## config.mk

```make
export PLATFORM = sky130hd
export DESIGN_NAME = write_coprocessador
export DESIGN_NICKNAME = d
export VERILOG_FILES = /design/src/rtl/write_coprocessador.sv
export SDC_FILE = /design/constraint.sdc
export NUM_CORES = 1
export LEC_CHECK = 0
export BUFFER_PORTS_ARGS = -buffer_cell sky130_fd_sc_hd__buf_2
export CAP_MARGIN = 5
export CORE_MARGIN = 3
export CORE_UTILIZATION = 30
export DETAILED_ROUTE_END_ITERATION = 12
export PLACE_DENSITY = 0.48
export SKIP_LAST_GASP = 1
export SYNTH_ARGS = -nofsm -noshare
export SYNTH_HDL_FRONTEND = slang
export SYNTH_SLANG_ARGS = --single-unit
export TNS_END_PERCENT = 30
```

## constraint.sdc

```tcl
create_clock -name clk -period 2.1 [get_ports clk]
set_input_delay 0.315 -clock clk [delete_from_list [all_inputs] [get_ports clk]]
set_output_delay 0.315 -clock clk [all_outputs]
set_load 0.02 [all_outputs]
```

## src/rtl/write_coprocessador.sv

```systemverilog
// rtl/write_coprocessador.sv - custom-instruction coprocessor that writes words into a shared memory port
module write_coprocessador #(
  parameter int ADDR_W = 7,
  parameter int DATA_W = 32
) (
  input  logic              clk,
  input  logic              reset,
  input  logic              clk_en,
  input  logic              start,
  input  logic [1:0]        n,
  input  logic [31:0]       dataa,
  input  logic [31:0]       datab,
  input  logic              mem_busy,
  output logic [31:0]       result,
  output logic              done,
  output logic [ADDR_W-1:0] wraddress,
  output logic [DATA_W-1:0] wrdata,
  output logic              wren
);

  typedef enum logic [1:0] {
    S_IDLE,
    S_WRITE,
    S_FINISH,
    S_DONE_PULSE
  } state_t;

  localparam logic [1:0] OP_WRITE_ADDR = 2'd0;
  localparam logic [1:0] OP_WRITE_PTR  = 2'd1;
  localparam logic [1:0] OP_SET_PTR    = 2'd2;

  state_t              state, state_nx;
  logic [1:0]          op_n, op_n_nx;
  logic [DATA_W-1:0]   op_a, op_a_nx;
  logic [ADDR_W-1:0]   op_b, op_b_nx;
  logic [ADDR_W-1:0]   ptr, ptr_nx;
  logic [ADDR_W-1:0]   saved_ptr, saved_ptr_nx;
  logic [23:0]         wr_count, wr_count_nx;
  logic [31:0]         result_nx;
  logic                done_nx;
  logic                wren_nx;
  logic [ADDR_W-1:0]   wraddress_nx;
  logic [DATA_W-1:0]   wrdata_nx;
  logic [7:0]          ptr_byte;
  logic                unused_datab;

  // Only the low ADDR_W bits of datab carry an address.
  assign unused_datab = ^datab[31:ADDR_W];
  assign ptr_byte     = 8'(ptr);

  always_ff @(posedge clk) begin
    if (reset) begin
      state     <= S_IDLE;
      op_n      <= 2'd0;
      op_a      <= '0;
      op_b      <= '0;
      ptr       <= '0;
      saved_ptr <= '0;
      wr_count  <= 24'd0;
      result    <= 32'd0;
      done      <= 1'b0;
      wren      <= 1'b0;
      wraddress <= '0;
      wrdata    <= '0;
    end else if (clk_en) begin
      state     <= state_nx;
      op_n      <= op_n_nx;
      op_a      <= op_a_nx;
      op_b      <= op_b_nx;
      ptr       <= ptr_nx;
      saved_ptr <= saved_ptr_nx;
      wr_count  <= wr_count_nx;
      result    <= result_nx;
      done      <= done_nx;
      wren      <= wren_nx;
      wraddress <= wraddress_nx;
      wrdata    <= wrdata_nx;
    end
  end

  always_comb begin
    state_nx     = state;
    op_n_nx      = op_n;
    op_a_nx      = op_a;
    op_b_nx      = op_b;
    ptr_nx       = ptr;
    saved_ptr_nx = saved_ptr;
    wr_count_nx  = wr_count;
    result_nx    = result;
    done_nx      = done;
    wren_nx      = wren;
    wraddress_nx = wraddress;
    wrdata_nx    = wrdata;

    case (state)
      S_IDLE: begin
        done_nx = 1'b0;
        wren_nx = 1'b0;
        if (start) begin
          op_n_nx  = n;
          op_a_nx  = dataa[DATA_W-1:0];
          op_b_nx  = datab[ADDR_W-1:0];
          state_nx = S_WRITE;
        end
      end

      S_WRITE: begin
        wren_nx = 1'b0;
        case (op_n)
          OP_WRITE_ADDR, OP_WRITE_PTR: begin
            // A busy port just retries next enabled cycle, indefinitely.
            if (!mem_busy) begin
              wraddress_nx = (op_n == OP_WRITE_PTR) ? ptr : op_b;
              wrdata_nx    = op_a;
              wren_nx      = 1'b1;
              wr_count_nx  = wr_count + 24'd1;
              if (op_n == OP_WRITE_PTR) begin
                ptr_nx = ptr + ADDR_W'(1);
              end
              state_nx = S_FINISH;
            end
          end
          OP_SET_PTR: begin
            saved_ptr_nx = ptr;
            ptr_nx       = op_b;
            state_nx     = S_FINISH;
          end
          default: begin
            state_nx = S_FINISH;
          end
        endcase
      end

      S_FINISH: begin
        wren_nx = 1'b0;
        done_nx = 1'b1;
        case (op_n)
          OP_WRITE_ADDR, OP_WRITE_PTR: result_nx = 32'(wraddress);
          OP_SET_PTR:                  result_nx = 32'(saved_ptr);
          default:                     result_nx = {wr_count, ptr_byte};
        endcase
        state_nx = S_DONE_PULSE;
      end

      default: begin
        done_nx  = 1'b0;
        state_nx = S_IDLE;
      end
    endcase
  end

endmodule

```

# After elaboration in Yosys (flattened, before gate mapping)
# Cells that the tools add are included.
word_totals:
  ff_bits: 154
  in_bits: 71
classes:
  mux: 13
  n_bitwise: 2
  reduce_logical: 14
  n_eq_ne: 8
  n_addsub: 2
op_table:
  columns: ["operator", "count"]
  rows:
  - ["32-bit one-hot mux with 2 select lines", 1]
  - ["24-bit by 1-bit adder with 24-bit output (second input constant)", 1]
  - ["7-bit two-way mux", 3]
  - ["7-bit one-hot mux with 2 select lines", 1]
  - ["3-bit AND reduction", 3]
  - ["7-bit by 1-bit adder with 7-bit output (second input constant)", 1]
  - ["2-bit two-way mux", 3]
  - ["2-bit != test (second input constant)", 3]
  - ["2-bit one-hot mux with 3 select lines", 1]
  - ["2-bit AND reduction", 3]
  - ["5-bit AND reduction", 1]
  - ["2-bit by 1-bit equality test with 1-bit output (second input constant)", 2]
  - ["2-bit equality test (second input constant)", 2]
  - ["2-bit zero test", 2]
  - ["1-bit one-hot mux with 2 select lines", 2]
  - ["4-bit AND reduction", 1]
  - ["2-bit nonzero test", 2]
  - ["2-bit OR reduction", 2]
  - ["3-bit != test (second input constant)", 1]
  - ["1-bit two-way mux", 2]
  - ["1-bit NOT", 2]

# Longest topological paths before layout
# Gate-level depths: netlist of run 1.
logic_depth:
  ltp_word: 4
  depth_mapped: 9

# Least setup slack after synthesis of run 1
# Ideal clock, no wire load.
synth_timing:
  path_type: "reg-to-reg"
  startpoint: "register op_n[1]"
  endpoint: "register wr_count[22]"
  path_stages_with_launch: 8
  t_required_ps: 2030
  period_less_slack_ps: 1721
  setup_slack_ps: 379
  n_path_buf: 1
  arrival_time_ps: 1651
  path_cell_list: "dfxtp_1 -> inv_1 -> ha_1 -> o21ba_1 -> buf_4 -> nand4_4 -> or4_1 -> a21oi_1"
synth_via:
  elab_chain_len: 3
  elab_cells_between_ends: 4
  cone_classes: "eq/ne: 1; reduce/logical: 3"
synth_rtl:
  columns: ["item", "line_no", "source"]
  rows:
  - ["from (decl)", "33", "logic [1:0] op_n, op_n_nx;"]
  - ["from (signal assigned)", "67", "op_n <= op_n_nx;"]
  - ["2-bit by 1-bit equality test with 1-bit output / 2-bit zero test (equally long branches)", "109", "case (op_n)"]
  - ["2-bit OR reduction (*)", "109", null]
  - ["4-bit AND reduction (no line) (*)", null, null]
  - ["to (signal assigned)", "72", "wr_count <= wr_count_nx;"]
  - ["to (decl)", "38", "logic [23:0] wr_count, wr_count_nx;"]
# Every way passes the cells marked *; elsewhere a longest branch is shown, timed or not.
# A chain may end at the register's enable or synchronous reset.

# Worst setup path after layout of run 1
layout_timing:
  startpoint: "register op_n[1]"
  endpoint: "register wr_count[23]"
# Same word-level chain as after synthesis.

==> impl_metrics.prom, run 1 <==
# TYPE chip_impl_metric gauge
chip_impl_info{name="run_status",value="finished clean"} 1
chip_impl_metric{name="mapped_avg_cell_area",unit="sq um"} 8.16
chip_impl_metric{name="start_util",unit="%"} 31.1
chip_impl_metric{name="grt_first_pass_wirelength",unit="microns"} 26800
chip_impl_info{name="timing.rr.start",value="op_n[1]"} 1
chip_impl_metric{name="number_of_synthesized_flops_with_an_enable_pin",unit=""} 0
chip_impl_metric{name="pre_cts_setup_slack",unit="ns"} 0.159
chip_impl_metric{name="worst_hold_margin",unit="ns"} 0.129
chip_impl_metric{name="post_synth_inst_count",unit=""} 753
chip_impl_metric{name="total_iterations_of_the_first_detailed_routing_run",unit=""} 4
chip_impl_metric{name="detailroute.wirelength.met3",unit="microns"} 1180
chip_impl_metric{name="longest_individual_stage_delay_on_the_worst_path",unit="ns"} 0.47
chip_impl_info{name="worst_hold_path_type",value="in2reg"} 1
chip_impl_info{name="mostFrequentLayoutCell",value="nand2_1"} 1
chip_impl_metric{name="htreeDepth",unit=""} 4
chip_impl_metric{name="clk_sink_count",unit=""} 153
chip_impl_metric{name="detail_route.drc_violations",unit=""} 0
chip_impl_metric{name="synth_nets",unit=""} 834
chip_impl_metric{name="finalHoldViolations",unit=""} 0
chip_impl_metric{name="grt_max_degree",unit=""} 51
chip_impl_metric{name="layout.cells.non_filler",unit=""} 1132
chip_impl_metric{name="detailroute.wirelength.met2",unit="microns"} 7110
chip_impl_metric{name="final.period_utilization",unit="%"} 92.4
chip_impl_metric{name="finished_cell_area",unit="sq um"} 7640
chip_impl_info{name="netlist.top_cell.by_area",value="dfxtp_1"} 1
chip_impl_metric{name="report.final.setup_viol",unit=""} 0
chip_impl_metric{name="crit_arrival",unit="ns"} 2.29
chip_impl_metric{name="post_dp_cell_area",unit="sq um"} 7050
chip_impl_info{name="tritoncts",value="done"} 1
chip_impl_metric{name="drtAntennaViolNets",unit=""} 0
chip_impl_metric{name="power-per-cell-area",unit="nW/um^2"} 852
chip_impl_info{name="worst_setup_path_end_kind",value="flop"} 1
chip_impl_metric{name="post_drt_wl_per_cell",unit="microns"} 14.4
chip_impl_metric{name="critical_path.max_fanout",unit=""} 13
chip_impl_info{name="sequence_of_cells_on_the_critical_path",value="inv_1, ha_1, o211a_1, nand4_1, buf_4, or4_1, a21oi_1"} 1
chip_impl_metric{name="worst_slack",unit="ns"} 0.160
chip_impl_info{name="worst_setup_path_start_kind",value="flop"} 1
chip_impl_info{name="ys.flop_type",value="dfxtp_1"} 1
chip_impl_metric{name="final_core_utilization",unit="%"} 38.6
chip_impl_metric{name="layout.nets",unit=""} 937
chip_impl_metric{name="worst_skew_late_latency",unit="ns"} 0.42
chip_impl_metric{name="netlist_area",unit="sq um"} 6140
chip_impl_metric{name="finalWirelength",unit="microns"} 16300
chip_impl_metric{name="fp.coreArea",unit="sq um"} 19800
chip_impl_metric{name="ys_seq_elements",unit=""} 153
chip_impl_metric{name="drt-met1-wl",unit="microns"} 7850
chip_impl_metric{name="globalRouteOverflowTotal",unit=""} 0
chip_impl_metric{name="r2r_setup_slack",unit="ns"} 0.16
chip_impl_metric{name="dp.final_hpwl",unit="microns"} 10800
chip_impl_metric{name="post-cts-setup-buffers",unit=""} 0
chip_impl_metric{name="timing.max_cap.violations",unit=""} 0
chip_impl_metric{name="synth-seq-area-share",unit="%"} 49.9
chip_impl_metric{name="antenna_cell_count",unit=""} 0
chip_impl_metric{name="cts_inserted_buffers",unit=""} 17
chip_impl_metric{name="fp.dieH",unit="microns"} 149
chip_impl_info{name="setup.worst_path.start",value="op_n[1]"} 1
chip_impl_metric{name="synth_cell_type_count",unit=""} 43
chip_impl_metric{name="post-route-min-period",unit="ns"} 1.94
chip_impl_metric{name="worst_margin_pin_slew",unit="ns"} 0.665
chip_impl_info{name="hold_path_startpoint",value="dataa[25]"} 1
chip_impl_metric{name="power",unit="mW"} 6.51
chip_impl_info{name="topRoutingLayerUsed",value="met5"} 1
chip_impl_info{name="clock_tree.root_cell",value="clkbuf_16"} 1
chip_impl_metric{name="timing.critical_path.required",unit="ns"} 2.45
chip_impl_metric{name="clk_transition_reported_paths",unit="ns"} 0.06
chip_impl_metric{name="max-slew-margin-rel",unit="%"} 55.7
chip_impl_metric{name="yosys_synthesis_warning_count",unit=""} 0
chip_impl_metric{name="globalRouteTotalUtil",unit="%"} 15.0
chip_impl_metric{name="fmax",unit="MHz"} 515
chip_impl_info{name="post_synth_main_area_contributors",value="dfxtp_1, nand2_1, a21oi_1"} 1
chip_impl_metric{name="rows",unit=""} 51
chip_impl_metric{name="drv_slew",unit=""} 0
chip_impl_metric{name="antenna_found_initial",unit=""} 2
chip_impl_metric{name="synth-async-reset-ratio",unit="%"} 0
chip_impl_metric{name="place_congestion",unit=""} 0.762
chip_impl_metric{name="drive_above_1_share",unit="%"} 20.3
chip_impl_metric{name="area_delta_synth_final",unit="%"} 24.4
chip_impl_metric{name="r2r_cells",unit=""} 7
chip_impl_metric{name="synth.top_cell.area_share",unit="%"} 49.9
chip_impl_metric{name="routed_via_density",unit=""} 4.75
chip_impl_metric{name="irDropWorstVdd",unit="V"} 0.000540
chip_impl_info{name="crit_slowest_cell",value="or4_1"} 1
chip_impl_metric{name="boundaryPins",unit=""} 144
chip_impl_metric{name="port_buffers",unit=""} 117
chip_impl_metric{name="timing.setup.tns",unit="ns"} 0
chip_impl_metric{name="leakagePower",unit="nW"} 2.93
chip_impl_info{name="r2r_end",value="wr_count[23]"} 1
chip_impl_metric{name="cts_max_path_bufs",unit=""} 2
chip_impl_metric{name="placed_cells",unit=""} 1102
chip_impl_info{name="commonest_non_fill_non_tap_cells_in_the_layout",value="nand2_1, dfxtp_1, a21oi_1"} 1
chip_impl_metric{name="fin_worst_skew",unit="ns"} 0.0102
chip_impl_info{name="rsz_0062_raised_after_global_routing",value="yes"} 1
chip_impl_metric{name="die-area",unit="sq um"} 22200
chip_impl_metric{name="first_global_vias",unit=""} 5140
chip_impl_info{name="worstSetupEndpoint",value="wr_count[23]"} 1
chip_impl_info{name="criticalPathCategory",value="reg2reg"} 1
chip_impl_metric{name="num_vias",unit=""} 5379
chip_impl_metric{name="die_w",unit="microns"} 149
chip_impl_metric{name="drt-initial-drc-count",unit=""} 264
flip-flops by register name, indices dropped and copies added (netlist names):
signal     count
wr_count      24
op_n           2
wren           1
wrdata        32
wraddress      7
op_a          32
result        31
done           1
ptr            7
state          2
op_b           7
saved_ptr      7
per-layer routing:
layer	vias to the layer above	global-route usage [%]
met2	122	22.9
met5	-	0
met3	16	5.89
li1	2781	-
met1	2456	20.0
met4	4	3.84
cell type report:
| class | count | area (sq um) |
|---|---|---|
| Clock buffer | 24 | 472 |
| Clock inverter | 6 | 115 |
| Fill cell | 2122 | 12100 |
| Inverter | 10 | 37.5 |
| Multi-Input combinational cell | 532 | 2800 |
| Sequential cell | 153 | 3060 |
| Tap cell | 265 | 332 |
| Timing Repair Buffer | 142 | 826 |
logic make-up (layout without fill, tap and decap cells):
| kind of cell | Yosys count | count (layout) | synth area share (%) |
|---|---|---|---|
| compound gates | 180 | 180 | 16.4 |
| xor+xnor | 9 | 9 | 1.28 |
| fa+ha+maj | 10 | 10 | 2.04 |
| buf+inv | 68 | 182 | 4.77 |
| flops | 153 | 153 | 49.9 |
| mux | 16 | 16 | 2.61 |
| other cells | 1 | 1 | 0.0610 |
| simple gates | 316 | 316 | 23.0 |
worst min-delay path by stage:
stage | to | slack, ns | cells after the start
after detailed placement | result[8] | 0.44 | 2
after floorplan | wrdata[0] | 0.43 | 2
final | op_a[25] | 0.13 | 3
after CTS | op_a[24] | 0.10 | 3
after global placement | result[8] | 0.44 | 2
after global routing | op_a[21] | 0.11 | 3
Yosys cell counts (4+ instances only):
| cell | instances |
|---|---|
| nand2_1 | 192 |
| dfxtp_1 | 153 |
| a21oi_1 | 126 |
| clkbuf_1 | 46 |
| nand3_1 | 39 |
| nor2_1 | 37 |
| o21ai_0 | 19 |
| mux2i_1 | 16 |
| or3_1 | 11 |
| ha_1 | 10 |
| inv_1 | 10 |
| a211oi_1 | 8 |
| a221oi_1 | 7 |
| buf_2 | 6 |
| nor2b_1 | 6 |
| and3_1 | 5 |
| nand4_1 | 5 |
| o31ai_1 | 5 |
| xor2_1 | 5 |
| a31oi_1 | 4 |
| buf_4 | 4 |
| or4_1 | 4 |
| xnor2_1 | 4 |
report_power, final:
group,leakage [nW],total (mW),internal (mW),switching (mW)
Combinational,1.42,0.405,0.147,0.259
Clock,0.281,3.11,1.93,1.18
Sequential,1.24,3.00,2.96,0.0385
critical path, delay by kind of cell, from the launching register on:
| family | cells | cell delay (ns) |
|---|---|---|
| AOI/OAI and AO/OA | 2 | 0.40 |
| adders and majority gates | 1 | 0.24 |
| buffers and inverters | 2 | 0.30 |
| DFF | 1 | 0.34 |
| and+or+nand+nor | 2 | 0.59 |
repair_timing:
item	in CTS	in global routing
resized for setup	0	1
hold buffers	0	0
setup endpoints to repair	0	2
Note: power is estimated with default switching activity, not from simulation.
==> run 2: changes to the inputs <==
CTS_BUF_LIST = sky130_fd_sc_hd__clkbuf_2   (was unset)
SETUP_SLACK_MARGIN = 0.3   (was unset)
==> run 2 against run 1 <==
Against the previous run:
- global-route usage rose by 0.13 points
- final cell count rose by 4.8%
- highest routed layer is now met4
- critical endpoint unchanged
- flip-flop and latch count did not move
- critical path depth did not move
==> impl_metrics.prom, run 2 (synthesized netlist as in run 1, its figures left out) <==
# TYPE chip_impl_metric gauge
chip_impl_metric{name="clk_sink_count",unit=""} 153
chip_impl_metric{name="clk_transition_reported_paths",unit="ns"} 0.22
chip_impl_metric{name="first_global_vias",unit=""} 5341
chip_impl_info{name="mostFrequentLayoutCell",value="nand2_1"} 1
chip_impl_info{name="run_status",value="finished clean"} 1
chip_impl_info{name="tritoncts",value="done"} 1
chip_impl_metric{name="port_buffers",unit=""} 117
chip_impl_metric{name="rows",unit=""} 51
chip_impl_metric{name="grt_max_degree",unit=""} 51
chip_impl_info{name="clock_tree.root_cell",value="clkbuf_2"} 1
chip_impl_metric{name="crit_arrival",unit="ns"} 2.39
chip_impl_metric{name="antenna_found_initial",unit=""} 2
chip_impl_metric{name="irDropWorstVdd",unit="V"} 0.000373
chip_impl_metric{name="fp.coreArea",unit="sq um"} 19800
chip_impl_metric{name="longest_individual_stage_delay_on_the_worst_path",unit="ns"} 0.48
chip_impl_metric{name="drtAntennaViolNets",unit=""} 0
chip_impl_metric{name="finalWirelength",unit="microns"} 16700
chip_impl_metric{name="place_congestion",unit=""} 0.762
chip_impl_metric{name="cts_inserted_buffers",unit=""} 17
chip_impl_metric{name="timing.setup.tns",unit="ns"} 0
chip_impl_info{name="crit_slowest_cell",value="or4_4"} 1
chip_impl_info{name="reg.largest.list",value="op_a x32, wrdata x32, result x31"} 1
chip_impl_info{name="criticalPathCategory",value="reg2reg"} 1
chip_impl_metric{name="buffers_plus_inverters_on_the_worst_setup_path",unit=""} 2
chip_impl_metric{name="die-area",unit="sq um"} 22200
chip_impl_metric{name="final.period_utilization",unit="%"} 83.3
chip_impl_metric{name="drv_slew",unit=""} 0
chip_impl_metric{name="filler_cell_count",unit=""} 2101
chip_impl_metric{name="critical_path.max_fanout",unit=""} 8
chip_impl_metric{name="start_util",unit="%"} 31.1
chip_impl_metric{name="worst_skew_late_latency",unit="ns"} 0.70
chip_impl_metric{name="register_area",unit="sq um"} 3080
chip_impl_metric{name="pre_cts_setup_slack",unit="ns"} 0.159
chip_impl_info{name="worst_setup_path_end_kind",value="flop"} 1
chip_impl_metric{name="detail_route.drc_violations",unit=""} 0
chip_impl_metric{name="multi_input_area",unit="sq um"} 2860
chip_impl_metric{name="power-per-cell-area",unit="nW/um^2"} 660
chip_impl_info{name="dominant_delay_contributor_by_cell_family_on_the_critical_path",value="simple AND/OR/NAND/NOR gates"} 1
chip_impl_metric{name="num_vias",unit=""} 5586
chip_impl_metric{name="globalRouteOverflowTotal",unit=""} 0
chip_impl_metric{name="post-route-min-period",unit="ns"} 1.75
chip_impl_metric{name="boundaryPins",unit=""} 144
chip_impl_metric{name="post_drt_wl_per_cell",unit="microns"} 14.1
chip_impl_metric{name="timing.critical_path.required",unit="ns"} 2.74
chip_impl_metric{name="globalRouteTotalUtil",unit="%"} 15.2
chip_impl_info{name="worst_hold_path_type",value="in2reg"} 1
chip_impl_info{name="sequence_of_cells_on_the_critical_path",value="inv_4, ha_4, o211a_1, nand4_1, buf_6, or4_4, a21oi_2"} 1
chip_impl_metric{name="fp.dieH",unit="microns"} 149
chip_impl_metric{name="grt_first_pass_wirelength",unit="microns"} 27400
chip_impl_metric{name="total_iterations_of_the_first_detailed_routing_run",unit=""} 4
chip_impl_metric{name="area_delta_synth_final",unit="%"} 28.3
chip_impl_info{name="rsz_0062_raised_after_global_routing",value="yes"} 1
chip_impl_metric{name="report.final.setup_viol",unit=""} 0
chip_impl_metric{name="worst_slack",unit="ns"} 0.350
chip_impl_metric{name="timing.max_cap.violations",unit=""} 0
chip_impl_metric{name="dp.final_hpwl",unit="microns"} 10800
chip_impl_metric{name="fmax",unit="MHz"} 571
chip_impl_metric{name="finalHoldViolations",unit=""} 0
chip_impl_metric{name="cts_max_path_bufs",unit=""} 2
chip_impl_metric{name="leakagePower",unit="nW"} 3.03
chip_impl_metric{name="die_w",unit="microns"} 149
chip_impl_metric{name="htreeDepth",unit=""} 4
chip_impl_info{name="worst_setup_path_start_kind",value="flop"} 1
chip_impl_metric{name="drt-initial-drc-count",unit=""} 271
chip_impl_metric{name="drive_above_1_share",unit="%"} 22.4
chip_impl_metric{name="routed_via_density",unit=""} 4.71
chip_impl_metric{name="layout.nets",unit=""} 989
chip_impl_info{name="commonest_non_fill_non_tap_cells_in_the_layout",value="nand2_1, dfxtp_1, a21oi_1"} 1
chip_impl_metric{name="fin_worst_skew",unit="ns"} 0.0560
-- run 2: cell types whose count changed in the layout (fill, tap and decap cells not counted), sizes merged --
cell,previous run,this run
buf,142,149
clkbuf,24,22
dlygate4sd3,0,45
diode,0,2
clkinv,1,3
-- run 2: metrics by stage --
stage | power [mW] | util, % | instances | hold slack (ns) | cell area (sq um)
floorplan | 3.31 | - | 753 | 0.432 | 6140
detailed placement | 3.48 | 35.6 | 1102 | 0.442 | 7050
global placement | 3.47 | 35.6 | 1102 | 0.437 | 7050
CTS | 5.29 | 39.3 | 1181 | 0.0977 | 7780
finish | 5.20 | 39.8 | 1186 | 0.202 | 7880
global route | 5.47 | 39.8 | 1186 | 0.0940 | 7880
-- run 2: timing repair --
item / in CTS / in global routing
hold endpoints to repair: 59 / 0
pin swaps: 1 / 3
setup buffers: 4 / 3
setup endpoints to repair: 9 / 49
hold buffers: 45 / 0
gates resized for setup: 6 / 25
-- run 2: tightest hold or removal path, stage by stage --
cell and delay [ns]:
buf_2 0.16, nor2b_1 0.16, mux2i_1 0.11, nor2_1 0.08
-- run 2: power by group --
group          total [mW]  internal, mW  switching (mW)
sequential           3.01          2.97          0.0414
clock                1.70         0.673            1.03
combinational       0.491         0.215           0.276
-- run 2: path summary, 6_finish.rpt --
path / startpoint / endpoint / slack, ns / cells after the start
setup / recovery: op_n[1] / wr_count[23] / 0.35 / 7
setup reg to reg: op_n[1] / wr_count[23] / 0.35 / 7
hold / removal: clk_en / done / 0.20 / 4
hold reg to reg: op_a[13] / wrdata[13] / 0.44 / 2
-- run 2: layout make-up --
| class | instances | share of cell area, % |
|---|---|---|
| sequential | 153 | 39.1 |
| multi-input combinational | 532 | 36.3 |
| timing repair buffer | 194 | 16.9 |
| tap | 265 | 4.21 |
| clock inverter | 8 | 1.56 |
| clock buffer | 22 | 1.40 |
| inverter | 10 | 0.540 |
| antenna | 2 | 0.0635 |
-- run 2: layer usage --
| metal | vias to the layer above | track usage [%] | wire length, microns |
|---|---|---|---|
| li1 | 2887 | - | - |
| met1 | 2566 | 20.5 | 8100 |
| met2 | 123 | 23.6 | 7420 |
| met3 | 10 | 5.04 | 981 |
| met4 | 0 | 3.62 | 176 |
| met5 | - | 0 | 0 |
